**src/rtl/dnn_pkg.sv**
```systemverilog
// Shared types and defaults for the DNN datapath control slice.
package dnn_pkg;

  localparam int DATA_W          = 12;
  localparam int NUM_LAYERS_DEF  = 3;
  localparam int NUM_NEURONS_DEF = 4;
  localparam int TIMEOUT_CYC_DEF = 64;

  typedef enum logic [2:0] {
    S_IDLE,
    S_START,
    S_WAIT_N,
    S_RELU,
    S_OUT,
    S_ERR
  } seq_state_t;

  // Layer index width, kept at least one bit for single-layer builds.
  function automatic int lsel_w(input int n);
    return (n > 1) ? $clog2(n) : 1;
  endfunction

endpackage

```
**src/rtl/dnn_layer_sequencer_if.sv**
```systemverilog
// Control bundle between the layer sequencer and the loader/neuron bank/ReLU/output logic.
interface dnn_layer_sequencer_if
  import dnn_pkg::*;
#(
  parameter int NUM_LAYERS  = NUM_LAYERS_DEF,
  parameter int NUM_NEURONS = NUM_NEURONS_DEF
);

  localparam int LSEL_W = lsel_w(NUM_LAYERS);

  logic                   in_valid;
  logic                   in_ready;
  logic                   neuron_start;
  logic [NUM_NEURONS-1:0] neuron_done;
  logic [LSEL_W-1:0]      layer_sel;
  logic                   relu_en;
  logic                   out_valid;
  logic                   out_ready;
  logic                   busy;
  logic                   timeout_err;
  logic                   err_clr;

  modport master (
    output in_ready, neuron_start, layer_sel, relu_en, out_valid, busy, timeout_err,
    input  in_valid, neuron_done, out_ready, err_clr
  );

  modport slave (
    input  in_ready, neuron_start, layer_sel, relu_en, out_valid, busy, timeout_err,
    output in_valid, neuron_done, out_ready, err_clr
  );

endinterface

```
**src/rtl/done_collector.sv**
```systemverilog
// Sticky join of per-neuron done pulses; all_done looks ahead at this cycle's pulses.
module done_collector #(
  parameter int N = 4
) (
  input  logic         clk,
  input  logic         rst_n,
  input  logic         clr,
  input  logic         en,
  input  logic [N-1:0] done,
  output logic         all_done
);

  logic [N-1:0] mask_reg;

  always_ff @(posedge clk) begin
    if (!rst_n) begin
      mask_reg <= '0;
    end else if (clr) begin
      mask_reg <= '0;
    end else if (en) begin
      mask_reg <= mask_reg | done;
    end
  end

  assign all_done = &(mask_reg | done);

endmodule

```
**src/rtl/dnn_layer_sequencer.sv**
```systemverilog
// Per-inference control FSM: launch layer, join neuron dones, pulse ReLU, hand off result.
module dnn_layer_sequencer
  import dnn_pkg::*;
#(
  parameter int NUM_LAYERS  = NUM_LAYERS_DEF,
  parameter int NUM_NEURONS = NUM_NEURONS_DEF,
  parameter int TIMEOUT_CYC = TIMEOUT_CYC_DEF
) (
  input  logic clk,
  input  logic rst_n,
  dnn_layer_sequencer_if.master seq
);

  localparam int LSEL_W = lsel_w(NUM_LAYERS);
  localparam int TMO_W  = $clog2(TIMEOUT_CYC) + 1;
  localparam logic [LSEL_W-1:0] LAST_LAYER = LSEL_W'(NUM_LAYERS - 1);
  localparam logic [TMO_W-1:0]  TMO_LAST   = TMO_W'(TIMEOUT_CYC - 1);

  seq_state_t        state_reg, state_next;
  logic [LSEL_W-1:0] layer_sel_reg, layer_sel_next;
  logic [TMO_W-1:0]  tmo_cnt_reg, tmo_cnt_next;
  logic              mask_clr, mask_en, all_done;

  done_collector #(.N(NUM_NEURONS)) u_done (
    .clk      (clk),
    .rst_n    (rst_n),
    .clr      (mask_clr),
    .en       (mask_en),
    .done     (seq.neuron_done),
    .all_done (all_done)
  );

  always_ff @(posedge clk) begin
    if (!rst_n) begin
      state_reg     <= S_IDLE;
      layer_sel_reg <= '0;
      tmo_cnt_reg   <= '0;
    end else begin
      state_reg     <= state_next;
      layer_sel_reg <= layer_sel_next;
      tmo_cnt_reg   <= tmo_cnt_next;
    end
  end

  always_comb begin
    state_next     = state_reg;
    layer_sel_next = layer_sel_reg;
    tmo_cnt_next   = tmo_cnt_reg;
    mask_clr       = 1'b0;
    mask_en        = 1'b0;
    case (state_reg)
      S_IDLE: begin
        if (seq.in_valid) begin
          state_next     = S_START;
          layer_sel_next = '0;
          mask_clr       = 1'b1;
        end
      end
      S_START: begin
        // Dones that race the launch pulse are still captured.
        mask_en      = 1'b1;
        tmo_cnt_next = '0;
        state_next   = S_WAIT_N;
      end
      S_WAIT_N: begin
        mask_en = 1'b1;
        if (all_done) begin
          state_next = S_RELU;
        end else if (tmo_cnt_reg == TMO_LAST) begin
          state_next = S_ERR;
        end else begin
          tmo_cnt_next = tmo_cnt_reg + 1'b1;
        end
      end
      S_RELU: begin
        mask_clr = 1'b1;
        if (layer_sel_reg == LAST_LAYER) begin
          state_next = S_OUT;
        end else begin
          layer_sel_next = layer_sel_reg + 1'b1;
          state_next     = S_START;
        end
      end
      S_OUT: begin
        if (seq.out_ready) begin
          state_next     = S_IDLE;
          layer_sel_next = '0;
        end
      end
      S_ERR: begin
        if (seq.err_clr) begin
          state_next     = S_IDLE;
          layer_sel_next = '0;
          mask_clr       = 1'b1;
        end
      end
      default: begin
        state_next = S_IDLE;
      end
    endcase
  end

  // Every output is a decode of registered state, so no input reaches an output combinationally.
  assign seq.in_ready     = (state_reg == S_IDLE);
  assign seq.busy         = (state_reg != S_IDLE);
  assign seq.neuron_start = (state_reg == S_START);
  assign seq.relu_en      = (state_reg == S_RELU);
  assign seq.out_valid    = (state_reg == S_OUT);
  assign seq.timeout_err  = (state_reg == S_ERR);
  assign seq.layer_sel    = layer_sel_reg;

endmodule

```
**src/flat_wrapper.sv**
```systemverilog
// flat-port wrapper written by rule: the top's interface ports become plain ports
module dnn_layer_sequencer_flat import dnn_pkg::*;
#(
  parameter int NUM_LAYERS  = NUM_LAYERS_DEF,
  parameter int NUM_NEURONS = NUM_NEURONS_DEF,
  parameter int TIMEOUT_CYC = TIMEOUT_CYC_DEF
)
  (clk, rst_n, seq_in_ready, seq_neuron_start, seq_layer_sel, seq_relu_en, seq_out_valid, seq_busy, seq_timeout_err, seq_in_valid, seq_neuron_done, seq_out_ready, seq_err_clr);
  dnn_layer_sequencer_if #(.NUM_LAYERS(NUM_LAYERS), .NUM_NEURONS(NUM_NEURONS)) seq_i ();
  input  logic clk;
  input  logic rst_n;
  output wire logic [$bits(seq_i.in_ready)-1:0] seq_in_ready;
  output wire logic [$bits(seq_i.neuron_start)-1:0] seq_neuron_start;
  output wire logic [$bits(seq_i.layer_sel)-1:0] seq_layer_sel;
  output wire logic [$bits(seq_i.relu_en)-1:0] seq_relu_en;
  output wire logic [$bits(seq_i.out_valid)-1:0] seq_out_valid;
  output wire logic [$bits(seq_i.busy)-1:0] seq_busy;
  output wire logic [$bits(seq_i.timeout_err)-1:0] seq_timeout_err;
  input wire logic [$bits(seq_i.in_valid)-1:0] seq_in_valid;
  input wire logic [$bits(seq_i.neuron_done)-1:0] seq_neuron_done;
  input wire logic [$bits(seq_i.out_ready)-1:0] seq_out_ready;
  input wire logic [$bits(seq_i.err_clr)-1:0] seq_err_clr;
  assign seq_in_ready = seq_i.in_ready;
  assign seq_neuron_start = seq_i.neuron_start;
  assign seq_layer_sel = seq_i.layer_sel;
  assign seq_relu_en = seq_i.relu_en;
  assign seq_out_valid = seq_i.out_valid;
  assign seq_busy = seq_i.busy;
  assign seq_timeout_err = seq_i.timeout_err;
  assign seq_i.in_valid = seq_in_valid;
  assign seq_i.neuron_done = seq_neuron_done;
  assign seq_i.out_ready = seq_out_ready;
  assign seq_i.err_clr = seq_err_clr;
  dnn_layer_sequencer #(.NUM_LAYERS(NUM_LAYERS), .NUM_NEURONS(NUM_NEURONS), .TIMEOUT_CYC(TIMEOUT_CYC)) u_core (.clk(clk), .rst_n(rst_n), .seq(seq_i));
endmodule
```
**config.mk**
```make
export PLATFORM = sky130hd
export DESIGN_NAME = dnn_layer_sequencer_flat
export DESIGN_NICKNAME = d
export VERILOG_FILES = /design/src/rtl/dnn_pkg.sv /design/src/rtl/dnn_layer_sequencer_if.sv /design/src/rtl/done_collector.sv /design/src/rtl/dnn_layer_sequencer.sv /design/src/flat_wrapper.sv
export SDC_FILE = /design/constraint.sdc
export NUM_CORES = 1
export LEC_CHECK = 0
export BUFFER_PORTS_ARGS = -buffer_cell sky130_fd_sc_hd__buf_2
export CAP_MARGIN = 10
export CORE_UTILIZATION = 39
export CTS_CLUSTER_SIZE = 10
export DETAILED_ROUTE_END_ITERATION = 12
export PLACE_DENSITY = 0.71
export SYNTH_ARGS = -nofsm -noshare
export SYNTH_HDL_FRONTEND = slang
export SYNTH_SLANG_ARGS = --single-unit
```
**constraint.sdc**
```tcl
create_clock -name clk -period 1.8 [get_ports clk]
set_input_delay 0.27 -clock clk [delete_from_list [all_inputs] [get_ports clk]]
set_output_delay 0.27 -clock clk [all_outputs]
set_load 0.1 [all_outputs]
```
Word level (Yosys, flattened, before mapping). Cells that the tools add are included.

Logic and storage cells: 51. Output and inout port bits: 8. Input port bits: 9. Register bits: 16. Memory bits (read-only): 0. Bits in latches: 0. Memories kept: 0. Bits in writable memories: 0.

Bitwise operators: 2. Order comparisons: 0. Equal/unequal tests: 14. Divide/modulo/power cells: 0. Shift-type cells: 0. Mux-type cells: 19. $mul: 0. Reductions and logical operators: 10. Add/subtract/negate cells: 2.

Operators with widths (count): two-way mux 3 bit (6); one-hot mux 3 bit (6 select lines) (1); two-way mux 7 bit (2); one-hot mux 7 bit (2 select lines) (1); two-way mux 2 bit (4); one-hot mux 2 bit (4 select lines) (1); AND reduction 4 bit (2); adder 7 x 1 -> 7 bit (second input constant) (1); equality test 7 x 6 -> 1 bit (second input constant) (1); equality test 3 x 2 -> 1 bit (second input constant) (2); equality test 3 bit (second input constant) (2); != test 2 x 1 -> 1 bit (second input constant) (3); != test 2 bit (second input constant) (3); AND reduction 5 bit (1); OR 4 bit (1); nonzero test 4 bit (1); OR reduction 2 bit (2); equality test 3 x 1 -> 1 bit (second input constant) (1); zero test 3 bit (1); two-way mux 1 bit (3); != test 3 x 1 -> 1 bit (second input constant) (1); one-hot mux 1 bit (3 select lines) (1); AND reduction 3 bit (1); nonzero test 3 bit (1); other kinds (4) (4).

Longest topological paths before layout.
Depth in word-level cells: 4. Gate-level depth with buffers: 6. Depth with buffers taken out: 6.

Modules after synthesis. A second synthesis with hierarchy kept.

Cell total of the unflattened synthesis: 105. Area, all modules: 884.6 µm².

By module, submodules not included: dnn_layer_sequencer (instances 1, cells an instance 89, seq. area each 240.2 µm², area an instance 739.5 µm²); done_collector (instances 1, cells an instance 16, seq. area each 80.1 µm², area an instance 145.1 µm²).

Worst setup path after synthesis. No wires, ideal clock.

Kind: reg-to-reg. From: register u_core.state_reg[2]. To: register u_core.state_reg[2]. Stages on the path, launching flop included: 6. Required time: 1.670 ns. Slack: -2.868 ns. Period minus slack after synthesis: 4.668 ns. Setup time: 0.130 ns. Arrival: 4.539 ns. Buffers on the path: 1. Path through: dfxtp_1 > clkbuf_1 > nor3_1 > inv_1 > o221ai_1 > a21oi_1.

Cells in the longest elaborated chain, start to end: 3. Elaborated cells between the ends (all ways): 12. Classes of those cells: eq/ne (9); mux (1); reduce/logical (2).

RTL lines: start, declared (RTL line dnn_layer_sequencer.sv:19) `seq_state_t state_reg, state_next;`; start signal, assigned (RTL line dnn_layer_sequencer.sv:39) `state_reg <= state_next;`; zero test 3 bit (*); via seq_in_ready (RTL line flat_wrapper.sv:12) `output wire logic [$bits(seq_i.in_ready)-1:0] seq_in_ready;`; != test 2 x 1 -> 1 bit (no source line); AND reduction 4 bit (no source line).

The timed path passes the listed nets; every way through them passes the cells marked *. A chain may end at the register's enable or synchronous reset.

Final worst setup path.
From: register u_core.state_reg[2]. To: output port seq_out_valid.

Cells in the longest elaborated chain, start to end: 1.

RTL lines: equality test 3 bit (RTL line dnn_layer_sequencer.sv:108) `assign seq.out_valid = (state_reg == S_OUT);`; end, declared (RTL line flat_wrapper.sv:16) `output wire logic [$bits(seq_i.out_valid)-1:0] seq_out_valid;`.

Every way passes these cells.

==> summary.txt <==
========================================================================================
Remaining number of nets flagged by the antenna check after routing                    0
Number of gates given a new drive strength after cts                                   1
Portion of the clock cycle consumed by the worst path in the final layout          93.3%
Post-DR wirelength/cell                                                          13.7 um
Kind of start point of the critical path                                       flip-flop
Critical-path maximum fanout                                                          11
Number of primary I/O pins                                                            17
Power per cell area                                                         1610 nW/um^2
Clock tree from TritonCTS                                                            yes
Arrival @ worst endpoint                                                         1410 ps
Storage cell area                                                              324 sq um
Reg2reg setup slack                                                               170 ps
Number of enable-type register cells in the synthesized netlist                        0
TNS Setup                                                                           0 ps
Reg-to-Reg End                                                              u_core.tmo_cnt_reg[5]$_SDFFE_PN0P_
Most common cell after layout, fill and taps aside                          sky130_fd_sc_hd__dfxtp_1
Clock insertion delay at the later pin of the skew report                         280 ps
Met3 track demand over resource                                                    3.33%
Crit path required time                                                          1530 ps
Fin Clk Skew                                                                     2.50 ps
Pre-Repair DR Iteration Count                                                          4
CP Buf/Inv Count                                                                       2
Static leakage                                                                  0.490 nW
Worst relative slew slack                                                          68.0%
Post-synthesis async set-or-reset flop share                                          0%
Syn. warnings                                                                          0
Hold path depth                                                                        3
Average cell area after synthesis                                             8.26 sq um
Number of instances in the synthesized netlist                                       112
Met2 GRT Util                                                                      32.0%
CTS sink cnt                                                                          16
Largest delay share family, worst path                                        flip-flops
Worst Hold Launch                                                           seq_neuron_done[3]
Layout overhead on the synthesized area                                            27.3%
Hold bufs inserted after CTS                                                           0
Share of post-route cells with drive strength above 1                              28.8%
Total number of placement rows                                                        17
Total Routed Length                                                              2190 um
Top cell type by total area after synthesis                                 sky130_fd_sc_hd__dfxtp_1
Final GP Congestion                                                                0.835
Inserted Diodes                                                                        0
FF-to-FF Start                                                              u_core.tmo_cnt_reg[0]$_SDFFE_PN0P_
Crit-path max cell delay                                                          440 ps
Worst supply voltage drop on vdd                                                 2.14 mV
Met1 usage in global routing                                                       24.9%
Area contributors post-synth                                                sky130_fd_sc_hd__dfxtp_1 (35%), sky130_fd_sc_hd__a21oi_1 (4.3%), sky130_fd_sc_hd__nand2_1 (4.1%)
# setup viols final                                                                    0
Type of the worst min-delay path                                            input port to flip-flop
Fraction of the yosys area taken by sequential cells                               34.6%
Via count                                                                            896
Area of the die                                                               2570 sq um
Buffers from clock root to sink, at most                                               2
Seq cells post-synth                                                                  16
Global-route wire length before repair                                           3710 um
Sum of net half-perimeters after detailed placement                              1660 um
Critical path, cell by cell                                                 buf_4, nor3b_2, buf_12
CTS clk-pin slew, worst paths                                                      90 ps
Hold path endpoint                                                          u_core.u_done.mask_reg[3]$_SDFFE_PP0P_
Outcome                                                                     complete, no violations
Drt initial violations                                                                27
Number of fill cells                                                                 220
Pins Over Slew Limit                                                                   0
Placeable core region                                                         2230 sq um
Pin count of the biggest net entering global routing                                  13
CP max-delay cell                                                           sky130_fd_sc_hd__dfxtp_1
Net Count, Synth                                                                     123
Total number of H-tree levels                                                          1
Final net count                                                                      145
Vert. Die Dim                                                                    50.7 um
Overall power consumption                                                      0.00189 W
Number of I/O port buffers                                                            16
Highest attainable clock frequency                                               596 MHz
Final hold violation count                                                             0
Overall overflow remaining after global route                                          0
Die width                                                                        50.7 um
Post-layout instance area                                                     1180 sq um
Via count of the first global-routing pass                                           818
Actual transition at the worst max-transition pin                                 484 ps
TritonCTS Buffers                                                                      3
Count of distinct cell types in the synthesized netlist                               43
Via density                                                                         5.60
Reg2Reg Depth                                                                          6
Peak-usage layer in the global routing report                                       met2
Number of antenna violations at the first check in global routing                      0
Starting density of the core                                                       41.4%
Number of setup buffers added after CTS                                                0
Shortest clock period the worst path allows after layout                         1680 ps
GRT Overall Usage                                                                  19.3%
DRC Markers                                                                            0
Post-synth top area share                                                          34.6%
Placed standard-cell area                                                     1150 sq um
RSZ-0062 raised after global routing                                               false
Multi-input gate area in the final layout                                      571 sq um
Most used cells in the layout excluding fill and tap cells                  sky130_fd_sc_hd__dfxtp_1 (13), sky130_fd_sc_hd__nor2_1 (10), sky130_fd_sc_hd__nand2_1 (10), sky130_fd_sc_hd__buf_2 (10), sky130_fd_sc_hd__a21oi_1 (8)
CP Class                                                                    flip-flop to output pin
Leading register cell type out of synthesis                                 sky130_fd_sc_hd__dfxtp_1
Netlist Area Pre-Place                                                         925 sq um
Flip-flop count of the largest register, all copies and words added                    7
Clock tree root driver cell                                                 sky130_fd_sc_hd__clkbuf_4
CP Capture Type                                                               output pin
Number of max-capacitance violations reported                                          0
========================================================================================
## synth_stat cells (2+ instances only)
| library cell | instances |
|---|---|
| sky130_fd_sc_hd__a21oi_1 | 8 |
| sky130_fd_sc_hd__a31oi_1 | 4 |
| sky130_fd_sc_hd__and3_1 | 2 |
| sky130_fd_sc_hd__clkbuf_1 | 3 |
| sky130_fd_sc_hd__dfxtp_1 | 16 |
| sky130_fd_sc_hd__ha_1 | 2 |
| sky130_fd_sc_hd__inv_1 | 6 |
| sky130_fd_sc_hd__nand2_1 | 10 |
| sky130_fd_sc_hd__nand2b_1 | 2 |
| sky130_fd_sc_hd__nand3_1 | 5 |
| sky130_fd_sc_hd__nand3b_1 | 2 |
| sky130_fd_sc_hd__nor2_1 | 10 |
| sky130_fd_sc_hd__nor3_1 | 3 |
| sky130_fd_sc_hd__nor3b_1 | 2 |
| sky130_fd_sc_hd__o211ai_1 | 3 |
| sky130_fd_sc_hd__o21ai_0 | 4 |
| sky130_fd_sc_hd__o22ai_1 | 3 |
| sky130_fd_sc_hd__or2_2 | 2 |
## logic make-up (layout without fill, tap and decap cells)
family	count (synthesis)	count (layout)	share of synthesized area, %
multiplexers	2	2	2.30
XOR/XNOR	1	1	0.947
AO/OA/AOI/OAI	33	33	25.0
flip-flops	16	16	34.6
buffers and inverters	11	31	5.41
AND/OR/NAND/NOR	47	47	29.0
adder cells (fa/ha/maj)	2	2	2.71
## cell type report
class	count	area share, %
clock buffer	3	1.91
sequential	16	27.5
inverter	6	1.91
multi-input combinational	85	48.5
timing repair buffer	22	17.2
tap	28	2.98
## metal layers
layer / share of wire, % / vias to the layer above
li1: - / 455
met1: 45 / 409
met2: 49 / 28
met3: 5.2 / 4
met4: 1.3 / 0
met5: 0 / -
## where the power goes
group / total [W] / internal, W / switching [W]
Sequential: 0.000489 / 0.000410 / 0.0000789
Clock: 0.000186 / 0.0000776 / 0.000109
Combinational: 0.00122 / 0.000414 / 0.000803
## worst min-delay path: stages
cell	delay, ps
sky130_fd_sc_hd__buf_2	90
sky130_fd_sc_hd__a21oi_1	50
sky130_fd_sc_hd__nor2_1	70
## worst max-delay path by stage
stage / startpoint / endpoint / slack (ps) / depth (start not counted)
floorplan: u_core.state_reg[2]$_SDFFE_PN0P_ / u_core.state_reg[2]$_SDFFE_PN0P_ / -830 / 5
global placement: u_core.tmo_cnt_reg[0]$_SDFFE_PN0P_ / u_core.tmo_cnt_reg[5]$_SDFFE_PN0P_ / 260 / 6
detailed placement: u_core.tmo_cnt_reg[0]$_SDFFE_PN0P_ / u_core.tmo_cnt_reg[5]$_SDFFE_PN0P_ / 210 / 6
CTS: u_core.state_reg[2]$_SDFFE_PN0P_ / seq_in_ready / 30 / 3
global route: u_core.state_reg[0]$_SDFFE_PN0P_ / seq_relu_en / 30 / 4
finish: u_core.state_reg[2]$_SDFFE_PN0P_ / seq_out_valid / 120 / 3
## stage by stage
step                      instances  utilization, %  hold WS, ps  worst slack (ps)
final                           160            52.7          225               121
after global routing            160            52.7          230              28.3
after floorplan                 112               -          408              -826
after detailed placement        157            51.5          460               209
after global placement          157            51.5          442               259
after CTS                       160            52.6          222              26.6
No activity file was read; power rests on OpenSTA's default activity.
